$ cat src/rtl/icache_l1_if.sv
// icache_l1_if: fetch-side request/response bus and physical-memory line-fill bus for icache_l1.
//   cpu_*  : request (address, stb, cyc) from fetch; line data, resp (hit) and retry back to fetch
//   pmem_* : line-aligned fill address and read strobe to memory; fill line and resp from memory
//   master : the fetch/memory side; slave : the cache
interface icache_l1_if;
   logic [15:0]  cpu_address;
   logic         cpu_action_stb;
   logic         cpu_action_cyc;
   logic [127:0] cpu_rdata;
   logic         cpu_resp;
   logic         cpu_retry;
   logic [15:0]  pmem_address;
   logic         pmem_read;
   logic [127:0] pmem_rdata;
   logic         pmem_resp;
   modport master (
      output cpu_address, cpu_action_stb, cpu_action_cyc, pmem_rdata, pmem_resp,
      input  cpu_rdata, cpu_resp, cpu_retry, pmem_address, pmem_read
   );
   modport slave (
      input  cpu_address, cpu_action_stb, cpu_action_cyc, pmem_rdata, pmem_resp,
      output cpu_rdata, cpu_resp, cpu_retry, pmem_address, pmem_read
   );
endinterface

$ cat src/rtl/icache_l1.sv
// icache_l1: direct-mapped read-only L1 instruction cache returning whole 128-bit lines.
//   clk, rst    : clock and synchronous active-high reset
//   bus         : icache_l1_if.slave (fetch request/response and pmem line fill)
//   hit_count   : saturating count of cycles with cpu_resp=1
//   miss_count  : saturating count of IDLE->FILL transitions
module icache_l1 #(
   parameter int NUM_SETS = 8
) (
   input  logic        clk,
   input  logic        rst,
   icache_l1_if.slave  bus,
   output logic [15:0] hit_count,
   output logic [15:0] miss_count
);
   localparam int IW = $clog2(NUM_SETS);
   localparam int TW = 12 - IW;
   typedef enum logic {IDLE, FILL} state_t;
   state_t              r_state, w_next;
   logic [NUM_SETS-1:0] r_valid;
   logic [TW-1:0]       r_tag [NUM_SETS];
   logic [127:0]        r_data [NUM_SETS];
   logic [11:0]         r_lat;
   logic [15:0]         r_hits, r_misses;
   logic                w_req, w_hit, w_resp, w_miss, w_install;
   logic [IW-1:0]       w_idx, w_lat_idx;
   logic [TW-1:0]       w_tag;
   assign w_req     = bus.cpu_action_stb & bus.cpu_action_cyc;
   assign w_idx     = bus.cpu_address[4 +: IW];
   assign w_tag     = bus.cpu_address[15 -: TW];
   assign w_lat_idx = r_lat[IW-1:0];
   assign w_hit     = r_valid[w_idx] && (r_tag[w_idx] == w_tag);
   always_comb begin
      w_next        = r_state;
      w_resp        = 1'b0;
      w_miss        = 1'b0;
      w_install     = 1'b0;
      bus.pmem_read = 1'b0;
      if (r_state == IDLE) begin
         w_resp = w_req & w_hit;
         w_miss = w_req & ~w_hit;
         w_next = w_miss ? FILL : IDLE;
      end else begin
         bus.pmem_read = 1'b1;
         w_install     = bus.pmem_resp;
         w_next        = bus.pmem_resp ? IDLE : FILL;
      end
   end
   // retry covers both an IDLE miss and any request arriving while a fill is in flight
   assign bus.cpu_resp     = w_resp;
   assign bus.cpu_retry    = w_req & ~w_resp;
   assign bus.cpu_rdata    = r_data[w_idx];
   assign bus.pmem_address = {r_lat, 4'h0};
   assign hit_count        = r_hits;
   assign miss_count       = r_misses;
   always_ff @(posedge clk) begin
      if (rst) begin
         r_state  <= IDLE;
         r_valid  <= '0;
         r_lat    <= '0;
         r_hits   <= '0;
         r_misses <= '0;
      end else begin
         r_state <= w_next;
         if (w_miss) r_lat <= bus.cpu_address[15:4];
         if (w_install) r_valid[w_lat_idx] <= 1'b1;
         if (w_resp && r_hits != 16'hFFFF) r_hits <= r_hits + 16'd1;
         if (w_miss && r_misses != 16'hFFFF) r_misses <= r_misses + 16'd1;
      end
   end
   // line storage needs no reset: valid bits gate every use, and a fill in a reset cycle must not land
   always_ff @(posedge clk) begin
      if (!rst && w_install) begin
         r_data[w_lat_idx] <= bus.pmem_rdata;
         r_tag[w_lat_idx]  <= r_lat[11:IW];
      end
   end
endmodule

$ cat src/flat_wrapper.sv
// flat-port wrapper written by rule: the top's interface ports become plain ports
module icache_l1_flat 
#(
   parameter int NUM_SETS = 8
)
  (clk, rst, hit_count, miss_count, bus_cpu_address, bus_cpu_action_stb, bus_cpu_action_cyc, bus_pmem_rdata, bus_pmem_resp, bus_cpu_rdata, bus_cpu_resp, bus_cpu_retry, bus_pmem_address, bus_pmem_read);
  icache_l1_if bus_i ();
  input  logic clk;
  input  logic rst;
  output logic [15:0] hit_count;
  output logic [15:0] miss_count;
  input wire logic [$bits(bus_i.cpu_address)-1:0] bus_cpu_address;
  input wire logic [$bits(bus_i.cpu_action_stb)-1:0] bus_cpu_action_stb;
  input wire logic [$bits(bus_i.cpu_action_cyc)-1:0] bus_cpu_action_cyc;
  input wire logic [$bits(bus_i.pmem_rdata)-1:0] bus_pmem_rdata;
  input wire logic [$bits(bus_i.pmem_resp)-1:0] bus_pmem_resp;
  output wire logic [$bits(bus_i.cpu_rdata)-1:0] bus_cpu_rdata;
  output wire logic [$bits(bus_i.cpu_resp)-1:0] bus_cpu_resp;
  output wire logic [$bits(bus_i.cpu_retry)-1:0] bus_cpu_retry;
  output wire logic [$bits(bus_i.pmem_address)-1:0] bus_pmem_address;
  output wire logic [$bits(bus_i.pmem_read)-1:0] bus_pmem_read;
  assign bus_i.cpu_address = bus_cpu_address;
  assign bus_i.cpu_action_stb = bus_cpu_action_stb;
  assign bus_i.cpu_action_cyc = bus_cpu_action_cyc;
  assign bus_i.pmem_rdata = bus_pmem_rdata;
  assign bus_i.pmem_resp = bus_pmem_resp;
  assign bus_cpu_rdata = bus_i.cpu_rdata;
  assign bus_cpu_resp = bus_i.cpu_resp;
  assign bus_cpu_retry = bus_i.cpu_retry;
  assign bus_pmem_address = bus_i.pmem_address;
  assign bus_pmem_read = bus_i.pmem_read;
  icache_l1 #(.NUM_SETS(NUM_SETS)) u_core (.clk(clk), .rst(rst), .bus(bus_i), .hit_count(hit_count), .miss_count(miss_count));
endmodule
$ cat config.mk
export PLATFORM = sky130hd
export DESIGN_NAME = icache_l1_flat
export DESIGN_NICKNAME = d
export VERILOG_FILES = /design/src/rtl/icache_l1_if.sv /design/src/rtl/icache_l1.sv /design/src/flat_wrapper.sv
export SDC_FILE = /design/constraint.sdc
export NUM_CORES = 1
export LEC_CHECK = 0
export ABC_AREA = 1
export BUFFER_PORTS_ARGS = -buffer_cell sky130_fd_sc_hd__buf_2
export CORE_MARGIN = 2
export CORE_UTILIZATION = 60
export CTS_CLUSTER_DIAMETER = 60
export DETAILED_ROUTE_END_ITERATION = 6
export GPL_ROUTABILITY_DRIVEN = 0
export PLACE_DENSITY = 0.79
export SLEW_MARGIN = 10
export SYNTH_ARGS = -nofsm -noshare
export SYNTH_HDL_FRONTEND = slang
export SYNTH_SLANG_ARGS = --single-unit
$ cat constraint.sdc
create_clock -name clk -period 9.7 [get_ports clk]
set_input_delay 0.97 -clock clk [delete_from_list [all_inputs] [get_ports clk]]
set_output_delay 0.97 -clock clk [all_outputs]
set_load 0.1 [all_outputs]
==> After elaboration in Yosys (flattened, before gate mapping) <==
Memories as Yosys holds them, arrays and structs flattened.
Cells that the tools add are included.
{ "word_totals": {"ff_bits": 53, "input_bits": 149, "memories": 2, "ramBits": 1096, "out_inout_bits": 179} }
{ "op_classes": {"mux": 13, "n_reduce_logical": 6, "order_cmp": 3, "bitwise_logic": 7, "eq_ne": 3, "add_sub_neg": 2} }
{ "mem_list": {"columns": ["memory", "depth", "word_bits", "rd", "rd_ports_with_merged_regs", "wr", "line", "rtl"], "rows": [
  ["u_core.r_data", 8, 128, 1, 0, 1, "icache_l1.sv:21", "logic [127:0] r_data [NUM_SETS];"],
  ["u_core.r_tag", 8, 9, 1, 0, 1, "icache_l1.sv:20", "logic [TW-1:0] r_tag [NUM_SETS];"]
]} }
{ "op_table": {"columns": ["op", "n"], "rows": [
  ["$add 16x1->16 const B", 2],
  ["$ne 16x16->1 const B", 2],
  ["$mux 1", 11],
  ["$eq 9x9->1", 1],
  ["$lt 3x4->1 const B", 2],
  ["$or 8x8->8", 1],
  ["$logic_and 1x1->1", 5],
  ["$and 1x1->1", 4],
  ["$bmux 1 s3", 1],
  ["$demux 1 s3", 1],
  ["$ge 3x1->1 const B", 1],
  ["$not 1->1", 2],
  ["$logic_not 1->1", 1]
]} }

==> Logic depth before layout (Yosys ltp) <==
{ "logic_depth": {"ltp_word": 7, "mapped_depth": 18, "mapped_depth_nobuf": 16} }

==> Worst setup path after synthesis <==
No wires, ideal clock.
{ "synth_timing": {"path_kind": "register to register", "startpoint": "reg u_core.r_state", "endpoint": "mem u_core.r_data[1][0] (enable)", "synth_period_minus_slack_ns": 7.755, "path_slack_ns": 1.945, "setup_time_ns": 0.636, "arrival_time_ns": 7.119, "stages_incl_launch_ff": 5, "cell_sequence": "dfxtp_1 nand2_1 nor2_1 nand2_1 nor2_1"} }
{ "synth_via": {"elab_chain_len": 4} }
{ "synth_lines": {"columns": ["item", "line", "rtl"], "rows": [
  ["from (decl)", "icache_l1.sv:18", "state_t r_state, w_next;"],
  ["from (signal assigned)", "icache_l1.sv:63", "r_state <= w_next;"],
  ["$mux 1", "icache_l1.sv:38", "if (r_state == IDLE) begin"],
  ["$logic_and 1x1->1", "icache_l1.sv:72", "if (!rst && w_install) begin"],
  ["$mux 1", "icache_l1.sv:72", null],
  ["$mux 1 (implied by the code)", "icache_l1.sv:73", "r_data[w_lat_idx] <= bus.pmem_rdata;"],
  ["to (decl)", "icache_l1.sv:21", null]
]} }
Every way passes these cells.

==> Worst setup path in the final report <==
{ "layout_timing": {"startpoint": "in bus_cpu_address[4]", "endpoint": "out bus_cpu_rdata[37]"} }
{ "layout_via": {"elab_chain_len": 1} }
{ "layout_lines": {"columns": ["item", "line", "rtl"], "rows": [
  ["from (decl)", "flat_wrapper.sv:12", "input wire logic [$bits(bus_i.cpu_address)-1:0] bus_cpu_address;"],
  ["$mem_v2 8x128", null, null],
  ["to (decl)", "flat_wrapper.sv:17", "output wire logic [$bits(bus_i.cpu_rdata)-1:0] bus_cpu_rdata;"]
]} }
Every way passes these cells.

==> metrics.cfg <==
[worst_setup_path]
critPathMaxFanout = 263
crit_buf_inv = 5
path_cells = buf_8 > inv_16 > buf_12 > buf_4 > o21ai_0 > o22ai_1 > nor2_1 > a31oi_1 > buf_2
reg2reg_to = u_core.r_data[4][63]$_DFFE_PP_
crit-reg2reg-launch = u_core.r_state$_SDFF_PP0_
crit_end = bus_cpu_rdata[37]
cp_slowest_cell = buf_4
worstSetupPathDepth = 9
r2r_cells = 5
start_kind = input pin
worst_ep_required_time_ns = 8.73
rrSetupSlack_ns = 6.59
path_delay_family = buffers and inverters
endpoint_kind = output port
critical_path_class = in -> out
crit_arrival_ns = 4.93
crit_start = bus_cpu_address[4]
max_stage_delay_ns = 0.83

[clock_network]
cts_buffer_depth = 3
ctsHtreeMaxLevel = 3
clk_latency_ns = 0.68
cts_setup_buffers = 0
numCtsBuffers = 110
cts_tree = done
cts-root-buf = clkbuf_16
cts_resized = 0
cts_sinks = 1149
hold_buffers = 0
path_clk_slew_ns = 0.06

[routing]
wl_per_cell_um = 20.03
antenna_left = 0
dr_total_vias = 29320
drt_iter0_drc = 3229
drc_errors = 1
viasPerCell = 5.875
drt_pre_antenna_iters = 7
routed_wl_um = 99990

[synthesis]
ys_seq_area_frac = 0.7493
ys_top_cells_by_area = edfxtp_1 73%, nor2_1 8.3%, o21ai_0 5.8%
yosysTopAreaCell = edfxtp_1
syn-cell-area_um2 = 45340
async_flop_share = 0
yosys_warnings = 0
synth.distinct_cells = 33
syn_inst = 3701
ys_ff_latch = 1149
synth_top_area_frac = 0.7259
syn-mean-instance-area_um2 = 12.25
yosys_most_used_dff = edfxtp_1
synth_edf_count = 1096

[timing]
tightest_slew_ns = 1.302
hold_viol_final = 0
fin_skew_ns = 0.02815
whs_ns = 0.4749
finalSetupViolCount = 0
period_needed_ns = 5.897
max_freq_mhz = 169.6
grt_setup_unrepaired = no
fin_tns_setup_ns = 0
drv_slew = 0
maxSlewHeadroom = 0.1321
period_share = 0.6080

[run_status]
status = finished, violations left
violations = design-rule violations

[grt]
grt_pass1_wl_um = 151900
overflow = 0
grt_pass1_vias = 27800
grt_max_degree = 264
grt_usage = 0.2525
antenna_found_initial = 23

[power]
powerDensity_nw_per_um2 = 203.8
p_leak_uw = 0.01753
total_power_uw = 10380
ir_drop_mv = 0.2096

[place]
placed_area_um2 = 47550
hpwl_um = 49190
io_buffers = 319

[die]
die_h_um = 278.9
start_util = 0.6080
core_area_um2 = 74570
die_area_um2 = 77780
ios = 328
rows = 100
fp.dieW_um = 278.9

[finish]
synthToLayoutAreaGrowth_pct = 12.36
post_route_cells_drive_above_1_share = 0.1278
layout_commonest_cell = edfxtp_1
postLayoutCoreUtil = 0.6831
fin_area_um2 = 50940
fin_nets = 4081
final_cell_mix = 1096 x edfxtp_1, 995 x nor2_1, 523 x o21ai_0

[worst_hold_path]
hp-class = reg -> reg

[flow_run]
max_cap_violations = 0

[final cells by class]
type                    count  area, µm²
well taps                 969       1212
clock buffers             133       2860
repair buffers            349       1929
clock inverters            62      504.2
fillers                  4986      23630
diodes                      9      22.52
multi-input cells        2173       9854
flip-flops and latches   1149      33970
inverters                 147      583.1
[cell usage after synthesis (6+ instances only)]
| cell type | number |
|---|---|
| a21oi_1 | 6 |
| a31oi_1 | 128 |
| buf_1 | 17 |
| buf_2 | 39 |
| buf_4 | 13 |
| buf_6 | 7 |
| clkbuf_1 | 159 |
| dfxtp_1 | 53 |
| edfxtp_1 | 1096 |
| inv_1 | 144 |
| nand2_1 | 214 |
| nand3_1 | 85 |
| nand4_1 | 37 |
| nor2_1 | 1004 |
| nor3_1 | 7 |
| o21ai_0 | 523 |
| o21ai_1 | 12 |
| o22ai_1 | 133 |
[worst register-to-register path, cell delays in order, from the launching register on]
cell,delay (ns)
dfxtp_1,0.43
nand2_1,0.08
nor2_1,0.12
nand2_1,0.35
nor2_4,0.77
buf_4,0.92
[power breakdown]
group	switching (µW)	internal (µW)
registers	13.1	5450
logic	776	171
clock network	1770	2210
total	2560	7830
[state kept, by name (all words and copies together), names as in the netlist]
signal and cells:
u_core.hit_count 16, u_core.miss_count 16, u_core.r_data 1024, u_core.r_lat 12
u_core.r_state 1, u_core.r_tag 72, u_core.r_valid 8
[through the flow]
step                      worst slack (ns)  std cells
after floorplan                      1.945       3704
final                                3.803       4991
after global routing                 3.563       4989
after CTS                            3.900       4982
after detailed placement             3.906       4787
after global placement               3.988       4787
[how the worst min path moves through the flow]
stage / start / endpoint / slack, ns / depth (start not counted)
finish: u_core.r_valid[3]$_SDFFE_PP0P_ / u_core.r_valid[3]$_SDFFE_PP0P_ / 0.47 / 2
global route: bus_pmem_resp / u_core.r_state$_SDFF_PP0_ / 0.49 / 2
CTS: u_core.r_valid[5]$_SDFFE_PP0P_ / u_core.r_valid[5]$_SDFFE_PP0P_ / 0.47 / 2
detailed placement: u_core.r_valid[5]$_SDFFE_PP0P_ / u_core.r_valid[5]$_SDFFE_PP0P_ / 0.45 / 2
global placement: u_core.r_valid[5]$_SDFFE_PP0P_ / u_core.r_valid[5]$_SDFFE_PP0P_ / 0.44 / 2
floorplan: u_core.r_valid[1]$_SDFFE_PP0P_ / u_core.r_valid[1]$_SDFFE_PP0P_ / 0.43 / 2
[cells by family after synthesis]
logic type               count (synthesis)  synth area share
AND/OR/NAND/NOR                       1362            0.1187
flip-flops                            1149            0.7493
buffers and inverters                  382           0.03505
adder cells (fa/ha/maj)                  2         0.0005519
AO/OA/AOI/OAI                          802           0.09574
XOR/XNOR                                 3         0.0005797
other                                    1        0.00008271
[metal layers]
| metal | track usage | vias to the layer above | routed length [µm] | share of wire |
|---|---|---|---|---|
| met4 | 0.08023 | 30 | 2312 | 0.023 |
| met5 | 0 | - | 176 | 0.0018 |
| met1 | 0.3340 | 14090 | 39430 | 0.39 |
| met2 | 0.4206 | 1354 | 48890 | 0.49 |
| met3 | 0.05665 | 176 | 9180 | 0.092 |
| li1 | - | 13670 | - | - |
No activity file was read; power rests on OpenSTA's default activity.
